**config.mk**
```make
export PLATFORM = sky130hd
export DESIGN_NAME = pipeline_control
export DESIGN_NICKNAME = d
export VERILOG_FILES = /design/src/rtl/pipeline_control.sv
export SDC_FILE = /design/constraint.sdc
export NUM_CORES = 1
export LEC_CHECK = 0
export CELL_PAD_IN_SITES_DETAIL_PLACEMENT = 0
export CELL_PAD_IN_SITES_GLOBAL_PLACEMENT = 1
export CORE_MARGIN = 2
export CORE_UTILIZATION = 40
export CTS_CLUSTER_SIZE = 8
export DETAILED_ROUTE_END_ITERATION = 10
export DONT_BUFFER_PORTS = 1
export PLACE_DENSITY = 0.67
export SLEW_MARGIN = 25
export SYNTH_ARGS = -nofsm -noshare
export SYNTH_HDL_FRONTEND = slang
export SYNTH_SLANG_ARGS = --single-unit
```
**constraint.sdc**
```tcl
create_clock -name i_clk -period 1.8 [get_ports i_clk]
set_input_delay 0.27 -clock i_clk [delete_from_list [all_inputs] [get_ports i_clk]]
set_output_delay 0.27 -clock i_clk [all_outputs]
set_load 0.02 [all_outputs]
```
**src/rtl/pipeline_control.sv**
```systemverilog
`default_nettype none
// +-----------------------------------------------------------------------------------+
// | pipeline_control : RV32I hazard, bypass and control decode; PERF_CNT_EN adds     |
// | saturating stall/flush counters.                                      Rev 1.0     |
// +-----------------------------------------------------------------------------------+
module pipeline_control #(
   parameter int NREGS = 32,
   parameter int ADDRW = $clog2(NREGS),
   parameter int CNTW  = 32
) (
   input  logic             i_clk,
   input  logic             i_rst,
   input  logic             i_valid_d,
   input  logic [6:0]       i_opcode_d,
   input  logic [2:0]       i_funct3_d,
   input  logic [6:0]       i_funct7_d,
   input  logic [ADDRW-1:0] i_rs1_d,
   input  logic [ADDRW-1:0] i_rs2_d,
   input  logic [ADDRW-1:0] i_rd_d,
   input  logic             i_br_eq,
   input  logic             i_br_lt,
   output logic             o_stall_fd,
   output logic             o_flush_fd,
   output logic             o_pc_sel,
   output logic             o_br_un,
   output logic [1:0]       o_a_sel,
   output logic [1:0]       o_b_sel,
   output logic [1:0]       o_cmp1_sel,
   output logic [1:0]       o_cmp2_sel,
   output logic [3:0]       o_alu_sel,
   output logic             o_mem_rw,
   output logic [1:0]       o_wb_sel,
   output logic             o_reg_wen,
   output logic [ADDRW-1:0] o_rd_w
`ifdef PERF_CNT_EN
   ,
   output logic [CNTW-1:0]  o_stall_cnt,
   output logic [CNTW-1:0]  o_flush_cnt
`endif
);

   localparam logic [6:0] c_OP_LUI    = 7'b0110111;
   localparam logic [6:0] c_OP_AUIPC  = 7'b0010111;
   localparam logic [6:0] c_OP_JAL    = 7'b1101111;
   localparam logic [6:0] c_OP_JALR   = 7'b1100111;
   localparam logic [6:0] c_OP_BRANCH = 7'b1100011;
   localparam logic [6:0] c_OP_LOAD   = 7'b0000011;
   localparam logic [6:0] c_OP_STORE  = 7'b0100011;
   localparam logic [6:0] c_OP_IMM    = 7'b0010011;
   localparam logic [6:0] c_OP_OP     = 7'b0110011;
   localparam logic [6:0] c_OP_SYSTEM = 7'b1110011;

   localparam logic [3:0] c_ALU_ADD = 4'd0, c_ALU_SUB = 4'd1, c_ALU_SLL = 4'd2, c_ALU_SRL = 4'd3;
   localparam logic [3:0] c_ALU_SRA = 4'd4, c_ALU_SLT = 4'd5, c_ALU_SLTU = 4'd6, c_ALU_XOR = 4'd7;
   localparam logic [3:0] c_ALU_OR  = 4'd8, c_ALU_AND = 4'd9, c_ALU_NOP = 4'd10;

   typedef struct packed {
      logic             valid;
      logic [6:0]       op;
      logic [2:0]       f3;
      logic [6:0]       f7;
      logic [ADDRW-1:0] rs1;
      logic [ADDRW-1:0] rs2;
      logic [ADDRW-1:0] rd;
   } stage_t;

   stage_t r_dx, r_xm, r_mw, w_dec;
   logic   w_cond, w_taken, w_load_use, w_unused;

   function automatic logic f_writes_reg(input stage_t s);
      return s.valid && (s.op != c_OP_STORE) && (s.op != c_OP_BRANCH) &&
             (s.op != c_OP_SYSTEM) && (s.rd != '0);
   endfunction

   function automatic logic f_rs1_used(input logic [6:0] op);
      return (op != c_OP_LUI) && (op != c_OP_AUIPC) && (op != c_OP_JAL);
   endfunction

   function automatic logic f_rs2_used(input logic [6:0] op);
      return (op == c_OP_OP) || (op == c_OP_STORE) || (op == c_OP_BRANCH);
   endfunction

   // Youngest producer wins: XM (11) over MW (10) over register file (00).
   function automatic logic [1:0] f_fwd(input logic [ADDRW-1:0] rs, input stage_t xm,
                                        input stage_t mw);
      if (f_writes_reg(xm) && xm.rd == rs)      return 2'b11;
      else if (f_writes_reg(mw) && mw.rd == rs) return 2'b10;
      else                                      return 2'b00;
   endfunction

   assign w_dec = {i_valid_d, i_opcode_d, i_funct3_d, i_funct7_d, i_rs1_d, i_rs2_d, i_rd_d};

   always_comb begin
      w_cond = 1'b0;
      case (r_dx.f3)
         3'b000:         w_cond = i_br_eq;
         3'b001:         w_cond = !i_br_eq;
         3'b100, 3'b110: w_cond = i_br_lt;
         3'b101, 3'b111: w_cond = !i_br_lt;
         default:        w_cond = 1'b0;
      endcase
      w_taken = r_dx.valid && ((r_dx.op == c_OP_JAL) || (r_dx.op == c_OP_JALR) ||
                               ((r_dx.op == c_OP_BRANCH) && w_cond));
      w_load_use = r_dx.valid && (r_dx.op == c_OP_LOAD) && (r_dx.rd != '0) && i_valid_d &&
                   ((f_rs1_used(i_opcode_d) && (i_rs1_d == r_dx.rd)) ||
                    (f_rs2_used(i_opcode_d) && (i_rs2_d == r_dx.rd)));
   end

   // A redirect kills the load-use stall: the dependent instruction is discarded anyway.
   assign o_flush_fd = w_taken;
   assign o_pc_sel   = w_taken;
   assign o_stall_fd = w_load_use && !w_taken;

   always_ff @(posedge i_clk or posedge i_rst) begin
      if (i_rst) begin
         r_dx <= '0;
         r_xm <= '0;
         r_mw <= '0;
      end else begin
         r_dx <= (w_taken || w_load_use || !i_valid_d) ? '0 : w_dec;
         r_xm <= r_dx;
         r_mw <= r_xm;
      end
   end

   always_comb begin
      o_a_sel    = 2'b00;
      o_b_sel    = 2'b00;
      o_cmp1_sel = 2'b00;
      o_cmp2_sel = 2'b00;
      o_alu_sel  = c_ALU_NOP;
      o_br_un    = 1'b0;
      if (r_dx.valid) begin
         if (r_dx.op == c_OP_BRANCH || r_dx.op == c_OP_JAL || r_dx.op == c_OP_AUIPC)
            o_a_sel = 2'b01;
         else if (f_rs1_used(r_dx.op))
            o_a_sel = f_fwd(r_dx.rs1, r_xm, r_mw);
         o_b_sel = (r_dx.op == c_OP_OP) ? f_fwd(r_dx.rs2, r_xm, r_mw) : 2'b01;
         if (r_dx.op == c_OP_BRANCH) begin
            o_cmp1_sel = f_fwd(r_dx.rs1, r_xm, r_mw);
            o_cmp2_sel = f_fwd(r_dx.rs2, r_xm, r_mw);
            o_br_un    = (r_dx.f3 == 3'b110) || (r_dx.f3 == 3'b111);
         end
         case (r_dx.op)
            c_OP_AUIPC, c_OP_JAL, c_OP_JALR, c_OP_LOAD, c_OP_STORE, c_OP_BRANCH:
               o_alu_sel = c_ALU_ADD;
            c_OP_OP, c_OP_IMM: begin
               case (r_dx.f3)
                  3'd0: o_alu_sel = (r_dx.op == c_OP_OP && r_dx.f7 == 7'h20) ? c_ALU_SUB : c_ALU_ADD;
                  3'd1: o_alu_sel = c_ALU_SLL;
                  3'd2: o_alu_sel = c_ALU_SLT;
                  3'd3: o_alu_sel = c_ALU_SLTU;
                  3'd4: o_alu_sel = c_ALU_XOR;
                  3'd5: o_alu_sel = (r_dx.f7 == 7'h20) ? c_ALU_SRA : c_ALU_SRL;
                  3'd6: o_alu_sel = c_ALU_OR;
                  default: o_alu_sel = c_ALU_AND;
               endcase
            end
            default: o_alu_sel = c_ALU_NOP;
         endcase
      end
   end

   assign o_mem_rw  = r_xm.valid && (r_xm.op == c_OP_STORE);
   assign o_wb_sel  = !r_mw.valid                                   ? 2'd0 :
                      (r_mw.op == c_OP_LOAD)                         ? 2'd0 :
                      (r_mw.op == c_OP_JAL || r_mw.op == c_OP_JALR) ? 2'd2 : 2'd1;
   assign o_reg_wen = f_writes_reg(r_mw);
   assign o_rd_w    = r_mw.rd;
   assign w_unused  = ^{r_xm, r_mw};

`ifdef PERF_CNT_EN
   logic [CNTW-1:0] r_stall_cnt, r_flush_cnt;
   localparam logic [CNTW-1:0] c_CNT_ONE = {{(CNTW-1){1'b0}}, 1'b1};

   always_ff @(posedge i_clk or posedge i_rst) begin
      if (i_rst) begin
         r_stall_cnt <= '0;
         r_flush_cnt <= '0;
      end else begin
         if (o_stall_fd && !(&r_stall_cnt)) r_stall_cnt <= r_stall_cnt + c_CNT_ONE;
         if (o_flush_fd && !(&r_flush_cnt)) r_flush_cnt <= r_flush_cnt + c_CNT_ONE;
      end
   end

   assign o_stall_cnt = r_stall_cnt;
   assign o_flush_cnt = r_flush_cnt;
`else
   logic [CNTW-1:0] w_unused_cnt;
   assign w_unused_cnt = '0;
`endif

endmodule
`default_nettype wire

```
### After elaboration in Yosys (flattened, before gate mapping)

Cells that the tools add are included.

* shift-type cells: 0
* reductions and logical operators: 50
* add/subtract/negate cells: 0
* eq/ne operators: 41
* magnitude comparators: 0
* mux-type cells: 25
* multiply operators: 0
* bitwise logic cells: 0
* div/mod/pow operators: 0

Operator list (number)
* 7-bit by 6-bit == test with 1-bit output (second input constant): 6
* 7-bit == test (second input constant): 6
* 7-bit != test (second input constant): 6
* 33-bit 2-to-1 mux: 1
* 2-bit 2-to-1 mux: 16
* 5-bit == test: 6
* 7-bit by 6-bit != test with 1-bit output (second input constant): 4
* 4-bit case mux with 7 select lines: 1
* 1-bit logical AND: 27
* 5-bit nonzero test: 3
* 7-bit by 2-bit == test with 1-bit output (second input constant): 2
* 7-bit by 5-bit == test with 1-bit output (second input constant): 2
* 7-bit by 5-bit != test with 1-bit output (second input constant): 2
* 3-bit == test (second input constant): 4
* 1-bit logical OR: 11
* 4-bit case mux with 2 select lines: 1
* 3-bit by 2-bit == test with 1-bit output (second input constant): 2
* 2-bit OR reduction: 3
* 6-bit OR reduction: 1
* 1-bit zero test: 4
* 4-bit 2-to-1 mux: 1
* 1-bit case mux with 4 select lines: 1
* 3-bit by 1-bit == test with 1-bit output (second input constant): 1
* 3-bit zero test: 1
* other kinds (2): 4

* bits in latches: 0
* memory bits (writable): 0
* bits in registers: 59
* bits in read-only memories: 0
* memories: 0
* input port bits: 37
* output and inout bits: 25
* word-level logic and storage cells: 129

### Depth between registers and ports, before layout

Gate-level depths: netlist (run 1).

* word-level depth: 11
* mapped depth: 7
* depth with buffers taken out: 5

### Least setup slack after synthesis (run 1)

No wires, ideal clock.

* path type: register to output
* start point: register r_dx[31] (netlist bit)
* end point: output port o_alu_sel[0]
* arrival: 1.728 ns
* path slack: -0.198 ns
* path buffers: 0
* required time: 1.530 ns
* cell stages (with the launch flop): 6
* cells stage by stage: dfrtp_1 nand4b_1 nor3_1 nand2_1 or3_1 a21oi_1

* longest elaborated chain between the ends: 6
* elaborated cells on any way between the ends: 15
* classes of those cells: eq/ne (8); mux (4); reduce/logical (3)

RTL lines
* from (decl): RTL line 67 `stage_t r_dx, r_xm, r_mw, w_dec;`
* from (signal assigned): RTL line 120 `r_dx <= (w_taken || w_load_use || !i_valid_d) ? '0 : w_dec;`
* 7-bit by 6-bit == test with 1-bit output: RTL line 144, 149
* 1-bit logical AND: RTL line 149 `3'd0: o_alu_sel = (r_dx.op == c_OP_OP && r_dx.f7 == 7'h20) ? c_ALU_SUB : c_ALU_ADD;`
* 1-bit 2-to-1 mux: RTL line 149
* 4-bit case mux with 7 select lines: RTL line 148 `case (r_dx.f3)`
* 4-bit case mux with 2 select lines (*): RTL line 144 `case (r_dx.op)`
* 4-bit 2-to-1 mux (*): RTL line 133 `if (r_dx.valid) begin`
* to (decl): RTL line 30 `output logic [3:0] o_alu_sel,`

Every way passes the cells marked *; elsewhere a longest branch is shown, timed or not.

### Final worst setup path (run 1)

* start point: register r_dx[0] (netlist bit)
* end point: output port o_stall_fd

* longest elaborated chain between the ends: 5
* elaborated cells on any way between the ends: 10
* classes of those cells: eq/ne (2); reduce/logical (8)

RTL lines
* 5-bit == test, or another cell as far along: RTL line 105 `((f_rs1_used(i_opcode_d) && (i_rs1_d == r_dx.rd)) ||`
* 1-bit logical AND (on tied branches): RTL line 105, 104, 106
* 1-bit logical OR / 1-bit logical AND (equally long branches): RTL line 105, 104
* 1-bit logical AND (*): RTL line 104 `w_load_use = r_dx.valid && (r_dx.op == c_OP_LOAD) && (r_dx.rd != '0) && i_valid_d &&`
* 1-bit logical AND (*): RTL line 112 `assign o_stall_fd = w_load_use && !w_taken;`
* to (decl): RTL line 22 `output logic o_stall_fd,`

Marks and branches as above.

==> out/qor.yml, run 1 <==
yosys:
  synth_edf_count: 0
  yosysTopAreaCell: "dfrtp_1"
  ys.flop_type: "dfrtp_1"
  ys_seq_elements: 59
  synth_area_leaders: "dfrtp_1, nor3b_1, xnor2_1, xor2_1, nor2_1"
  synth_async_sr_flop_share_pct: 100
  synthCells: 239
  ys_warn_count: 0
  syn-cell-area_um2: 2710
  synth_seq_area_share_pct: 54.5
  synth_top_area_share_pct: 54.5
  synth_cell_types: 43
  syn_avg_cell_area_um2: 11.3
  syn_nets: 276
sta:
  finalWorstSetupSlack_ns: -0.400
  skew_ns: 0.00552
  fin_crit_ns: 2.20
  setup_viol: 33
  tightest_slew_ns: 0.523
  timing.hold.ws_ns: 0.0822
  slew_headroom_pct: 65.1
  drv_slew: 0
  rsz0062_at_grt: "yes"
  fin_crit_sh_pct: 122
  fmax_ghz: 0.454
  hold_violations: 0
worst_setup_path:
  critical_path_arrival_ns: 1.93
  path_class: "flop to primary output"
  worst_setup_path_start_kind: "flop"
  crit_path_max_fanout: 9
  critPathRequiredTime_ns: 1.53
  cp-end-kind: "primary output"
job:
  drv_cap: 0
finish:
  design_area_um2: 3880
  final_nets: 333
  area_growth_pct: 43.2
  drive_above_1_share_pct: 46.2
  n_fill_cell: 554
  instances_no_fill: 381
  fin_util_pct: 58.1
  antennaDiodeCount: 0
routing:
  first_pass_iters: 4
  wl_um: 6190
  via_count: 1952
  antenna_left: 0
  drc: 0
  wl_per_cell_um: 16.3
  vias_per_cell: 5.12
  drt_iter0_drc: 51
clocking:
  cts-buffers-inserted: 9
  clock_latency_ns: 0.33
  cts_max_path_buffers: 2
  htreeDepth: 3
  cts.sinks: 59
  cts_root_buffer: "clkbuf_8"
  cts.clk_slew.worst_paths_ns: 0.07
  cts_tree: "yes"
place:
  portBuffers: 0
  gp_congestion: 0.848
  place_hpwl_um: 4420
  placed_cell_area_um2: 3160
  dp_slack_ns: -0.197
  placedCellCount: 357
die:
  core_um2: 6680
  io_pins: 62
  initial_core_util_pct: 40.6
  die_x_um: 86.3
  die_h_um: 86.3
  fp.dieArea_um2: 7450
  rows: 30
power:
  p_leak_nw: 1.68
  ir_worst_vdd_mv: 0.499
  power_density_nw_per_um2: 823
grt:
  grt.total_usage_pct: 17.6
  grt_pass1_vias: 2068
  grt_start_max_net_pins: 36
  grt_pass1_wl_um: 9870
  overflow: 0
  antenna_found_initial: 0
status:
  violations: "setup timing"
  status: "complete, but fails checks"
min_path:
  hold_path.class: "input pin to flop"
[final timing paths]
path / from / endpoint / slack (ns) / cells past startpoint
max in group asynchronous: i_rst / r_xm[0] / 0.80 / 3
setup / recovery: r_dx[0] / o_stall_fd / -0.40 / 5
hold reg to reg: r_xm[26] / r_mw[26] / 0.39 / 0
min in group asynchronous: i_rst / r_dx[6] / 0.43 / 2
hold / removal: i_rd_d[3] / r_dx[3] / 0.08 / 1
setup reg to reg: r_dx[0] / r_dx[15] / -0.08 / 7
[cells in the mapped netlist, types with 2 or more instances]
library cell / instances
and2_1: 3
nand2_1: 10
o21ai_0: 3
nor3b_1: 37
nor3b_2: 2
nor4_1: 2
o2111ai_1: 2
clkbuf_1: 3
inv_1: 4
nand3_1: 8
a21oi_1: 4
xor2_1: 14
nand2b_1: 2
nand4_1: 3
dfrtp_1: 59
buf_6: 3
buf_4: 6
and3_1: 4
nor4b_1: 2
nor2b_1: 2
nor2_1: 15
a211oi_1: 2
buf_2: 3
nor3_1: 10
xnor2_1: 18
[cell type report]
class                      count  area, µm²  area share (%)
multi-input combinational    161       1490            38.5
sequential                    59       1480            38.1
timing repair buffer          61        567            14.6
clock buffer                  11        151            3.90
tap                           80        100            2.58
clock inverter                 5       75.1            1.93
inverter                       4       15.0           0.387
[logic make-up after synthesis]
logic type,Yosys count,share of synthesized area (%)
XOR/XNOR,32,10.3
multiplexers,2,0.784
AO/OA/AOI/OAI,22,6.09
AND/OR/NAND/NOR,105,23.9
buffers and inverters,19,4.43
flip-flops,59,54.5
[flip-flops by register name, indices dropped and copies added (netlist names)]
| register | cells |
|---|---|
| r_mw | 8 |
| r_dx | 33 |
| r_xm | 13 |
| o_rd_w | 5 |
[layer usage]
metal / GRT usage (%) / routed length (µm) / vias to the layer above / part of all wire, %
met5: 0 / 0 / - / 0
met1: 22.4 / 2570 / 944 / 42
li1: - / - / 947 / -
met2: 28.0 / 3100 / 49 / 50
met3: 5.81 / 393 / 12 / 6.3
met4: 6.39 / 127 / 0 / 2.1
[worst max-delay path, cell delays in order, from the launching register on]
cell     delay, ns
dfrtp_1       0.39
xnor2_1       0.14
nand3_1       0.11
or4_4         0.56
a21oi_4       0.22
buf_12        0.17
[power by group]
group | switching (mW) | total (mW) | internal, mW
Clock | 0.506 | 1.35 | 0.847
Sequential | 0.0652 | 1.46 | 1.39
Combinational | 0.186 | 0.383 | 0.196
Total | 0.758 | 3.20 | 2.44
[through the flow]
step / setup TNS (ns) / total power [mW]
final: -4.82 / 3.20
after global routing: -8.12 / 3.34
after CTS: -4.19 / 3.18
after global placement: -4.62 / 1.78
after floorplan: -0.145 / 1.67
after detailed placement: -4.81 / 1.78
[cell usage in the layout, fill, tap and decap left out, drive strengths merged, types with 5 or more instances in the layout]
cell / n
nand2: 10
clkbuf: 12
xnor2: 18
nor2: 15
nor3b: 39
nand3: 8
xor2: 14
a21oi: 5
nor3: 10
dfrtp: 59
buf: 59
[what timing repair did]
item / in CTS / in global routing
hold endpoints to repair: 24 / 0
cloned: 0 / 1
buffers inserted: 7 / 2
hold buffers: 1 / 0
gates resized for setup: 46 / 35
setup endpoints to repair: 49 / 52
pin swaps: 19 / 8
Power figures use the tool's default switching activity.
==> run 2, diff against run 1 <==
Settings changed: CTS_BUF_LIST set to sky130_fd_sc_hd__clkbuf_8, RECOVER_POWER set to 50, REMOVE_ABC_BUFFERS set to 1.
==> run 2 against run 1 <==
Against the previous run:
- die area is the same
- cell count grew 3.4%
- wire length grew 12%
- combinational power grew 6.5%
- critical endpoint unchanged
- critical path depth is the same
- worst hold slack gained 0.0042 ns
- maximum frequency grew 0.93%
- sequential share of layout area shrank 1.7 points
- the run still ends with setup timing left
- largest cell class unchanged
==> out/qor.yml, run 2 (same netlist as run 1, synthesis figures left out) <==
worst_setup_path:
  critical_path_arrival_ns: 1.91  # was 1.93 ns
  cp_top_family: "simple AND/OR/NAND/NOR gates"  # unchanged
  critPathRequiredTime_ns: 1.53  # about the same
  crit_buf_inv: 1  # unchanged
  crit_path_max_fanout: 5  # was 9
  path_cells: "xnor2_1 -> nand3_1 -> or4_4 -> a21oi_4 -> buf_12"  # unchanged
  slowest_delay_ns: 0.55  # was 0.56 ns
  worst_setup_path_start_kind: "flop"  # unchanged
  path_class: "flop to primary output"  # unchanged
  cp-end-kind: "primary output"  # unchanged
  cp_slowest_cell: "or4_4"  # unchanged
die:
  die_x_um: 86.3  # unchanged
  rows: 30  # unchanged
  io_pins: 62  # unchanged
  initial_core_util_pct: 40.6  # unchanged
  fp.dieArea_um2: 7450  # unchanged
  die_h_um: 86.3  # unchanged
  core_um2: 6680  # unchanged
status:
  violations: "setup timing"  # unchanged
  status: "complete, but fails checks"  # unchanged
sta:
  rsz0062_at_grt: "yes"  # unchanged
  drv_slew: 0  # unchanged
  fin_crit_ns: 2.18  # was 2.20 ns
  skew_ns: 0.00496  # was 0.00552 ns
  finalWorstSetupSlack_ns: -0.380  # was -0.400 ns
  fin_crit_sh_pct: 121  # was 122%
  tightest_slew_ns: 0.504  # was 0.523 ns
  slew_headroom_pct: 66.3  # was 65.1%
  setup_viol: 45  # was 33
  hold_violations: 0  # unchanged
  fmax_ghz: 0.459  # was 0.454 GHz
job:
  drv_cap: 0  # unchanged
clocking:
  htreeDepth: 3  # unchanged
  cts_tree: "yes"  # unchanged
  cts-buffers-inserted: 9  # unchanged
  clock_latency_ns: 0.33  # about the same
  cts.sinks: 59  # unchanged
  cts.clk_slew.worst_paths_ns: 0.07  # about the same
  cts_max_path_buffers: 2  # unchanged
  cts_root_buffer: "clkbuf_8"  # unchanged
routing:
  wl_per_cell_um: 17.5  # was 16.3 µm
  drc: 0  # unchanged
  vias_per_cell: 5.18  # was 5.12
  first_pass_iters: 4  # unchanged
  wl_um: 6910  # was 6190 µm
  drt_iter0_drc: 70  # was 51
  via_count: 2042  # was 1952
  antenna_left: 0  # unchanged
place:
  dp_slack_ns: -0.171  # was -0.197 ns
  place_hpwl_um: 4570  # was 4420 µm
  gp_congestion: 0.788  # was 0.848
  portBuffers: 0  # unchanged
power:
  pwr-share-clk_pct: 41.9  # was 42.3%
  combPwrFrac_pct: 12.7  # was 12.0%
  ir_worst_vdd_mv: 0.682  # was 0.499 mV
  p_total_mw: 3.21  # was 3.20 mW
  power_density_nw_per_um2: 792  # was 823 nW/µm²
  pwr-share-seq_pct: 45.4  # was 45.7%
  p_leak_nw: 1.74  # was 1.68 nW
  switching_share_pct: 23.6  # was 23.7%
  p_int_mw: 2.46  # was 2.44 mW
  power_switching_uw: 759  # was 758 µW
finish:
  top_register: "r_dx"  # unchanged
  drive_above_1_share_pct: 49.4  # was 46.2%
  layout_commonest_cell: "dfrtp_1"  # unchanged
  top_regs: "r_dx x33, r_xm x13, r_mw x8"  # unchanged
  largest_reg_flops: 33  # unchanged
  final_cell_mix: "dfrtp_1, buf_4, nor3b_2"  # was dfrtp_1, buf_4, nor3b_1
  fin_util_pct: 60.7  # was 58.1%
  area_growth_pct: 49.7  # was 43.2%
  antennaDiodeCount: 0  # unchanged
  final_nets: 346  # was 333
grt:
  grt.total_usage_pct: 19.3  # was 17.6%
  overflow: 0  # unchanged
  grt_start_max_net_pins: 34  # was 36
  grt_pass1_vias: 2134  # was 2068
  grt_pass1_wl_um: 10700  # was 9870 µm
  antenna_found_initial: 0  # unchanged
min_path:
  hold_path.class: "input pin to flop"  # unchanged
==> run 2: cell types whose count changed in the layout (fill, tap and decap cells not counted), sizes merged <==
cell      previous run  this run
buf                 59        62
inv                  4         5
clkinv               3         1
clkbuf              12        22
clkinvlp             0         1
==> run 2: power groups by stage <==
stage | clock network (mW) | logic, mW | registers [mW]
6_report | 1.35 | 0.408 | 1.46
5_1_grt | 1.44 | 0.444 | 1.47
4_1_cts | 1.37 | 0.376 | 1.45
3_5_place_dp | 0 | 0.320 | 1.47
3_3_place_gp | 0 | 0.317 | 1.47
2_1_floorplan | 0 | 0.176 | 1.48
==> run 2: path summary, 6_finish.rpt <==
| kind | from | to | slack [ns] | depth (start not counted) |
|---|---|---|---|---|
| setup / recovery | r_dx[0] | o_stall_fd | -0.38 | 5 |
| setup reg to reg | r_dx[0] | r_dx[11] | -0.26 | 9 |
| hold reg to reg | r_xm[25] | r_mw[25] | 0.39 | 0 |
| hold / removal | i_funct3_d[1] | r_dx[23] | 0.09 | 1 |
| max in group asynchronous | i_rst | r_dx[27] | 0.74 | 3 |
| min in group asynchronous | i_rst | o_rd_w[2] | 0.43 | 2 |
==> run 2: per-layer routing <==
layer  up-vias  global-route usage, %  wire length (µm)
li1        975                      -                 -
met1      1015                   24.8              2880
met2        43                   31.4              3610
met3         9                   4.76               310
met4         0                   8.10               114
met5         -                      0                 0
==> run 2: per-stage QoR <==
stage	instances	hold slack [ns]	setup TNS, ns	instance area (µm²)
6_report	394	0.0864	-10.58	4060
5_1_grt	394	0.0691	-14.91	4060
4_1_cts	390	0.0709	-9.17	3880
3_5_place_dp	365	0.212	-0.942	3200
3_3_place_gp	365	0.210	-0.966	3200
2_1_floorplan	224	0.346	-9.09	2610
==> run 2: area by class of cell <==
cell class	count	area, µm²
Clock inverter	5	76.3
Fill cell	553	2620
Sequential cell	59	1480
Tap cell	80	100
Multi-Input combinational cell	161	1540
Clock buffer	11	151
Timing Repair Buffer	74	697
Inverter	4	15.0
==> run 2: what timing repair did <==
item	in CTS	in global routing
cloned	3	2
setup endpoints to repair	47	52
setup buffers	5	6
pin swaps	28	20
resized for setup	65	45
hold buffers	1	0
endpoints found under the hold margin	20	0
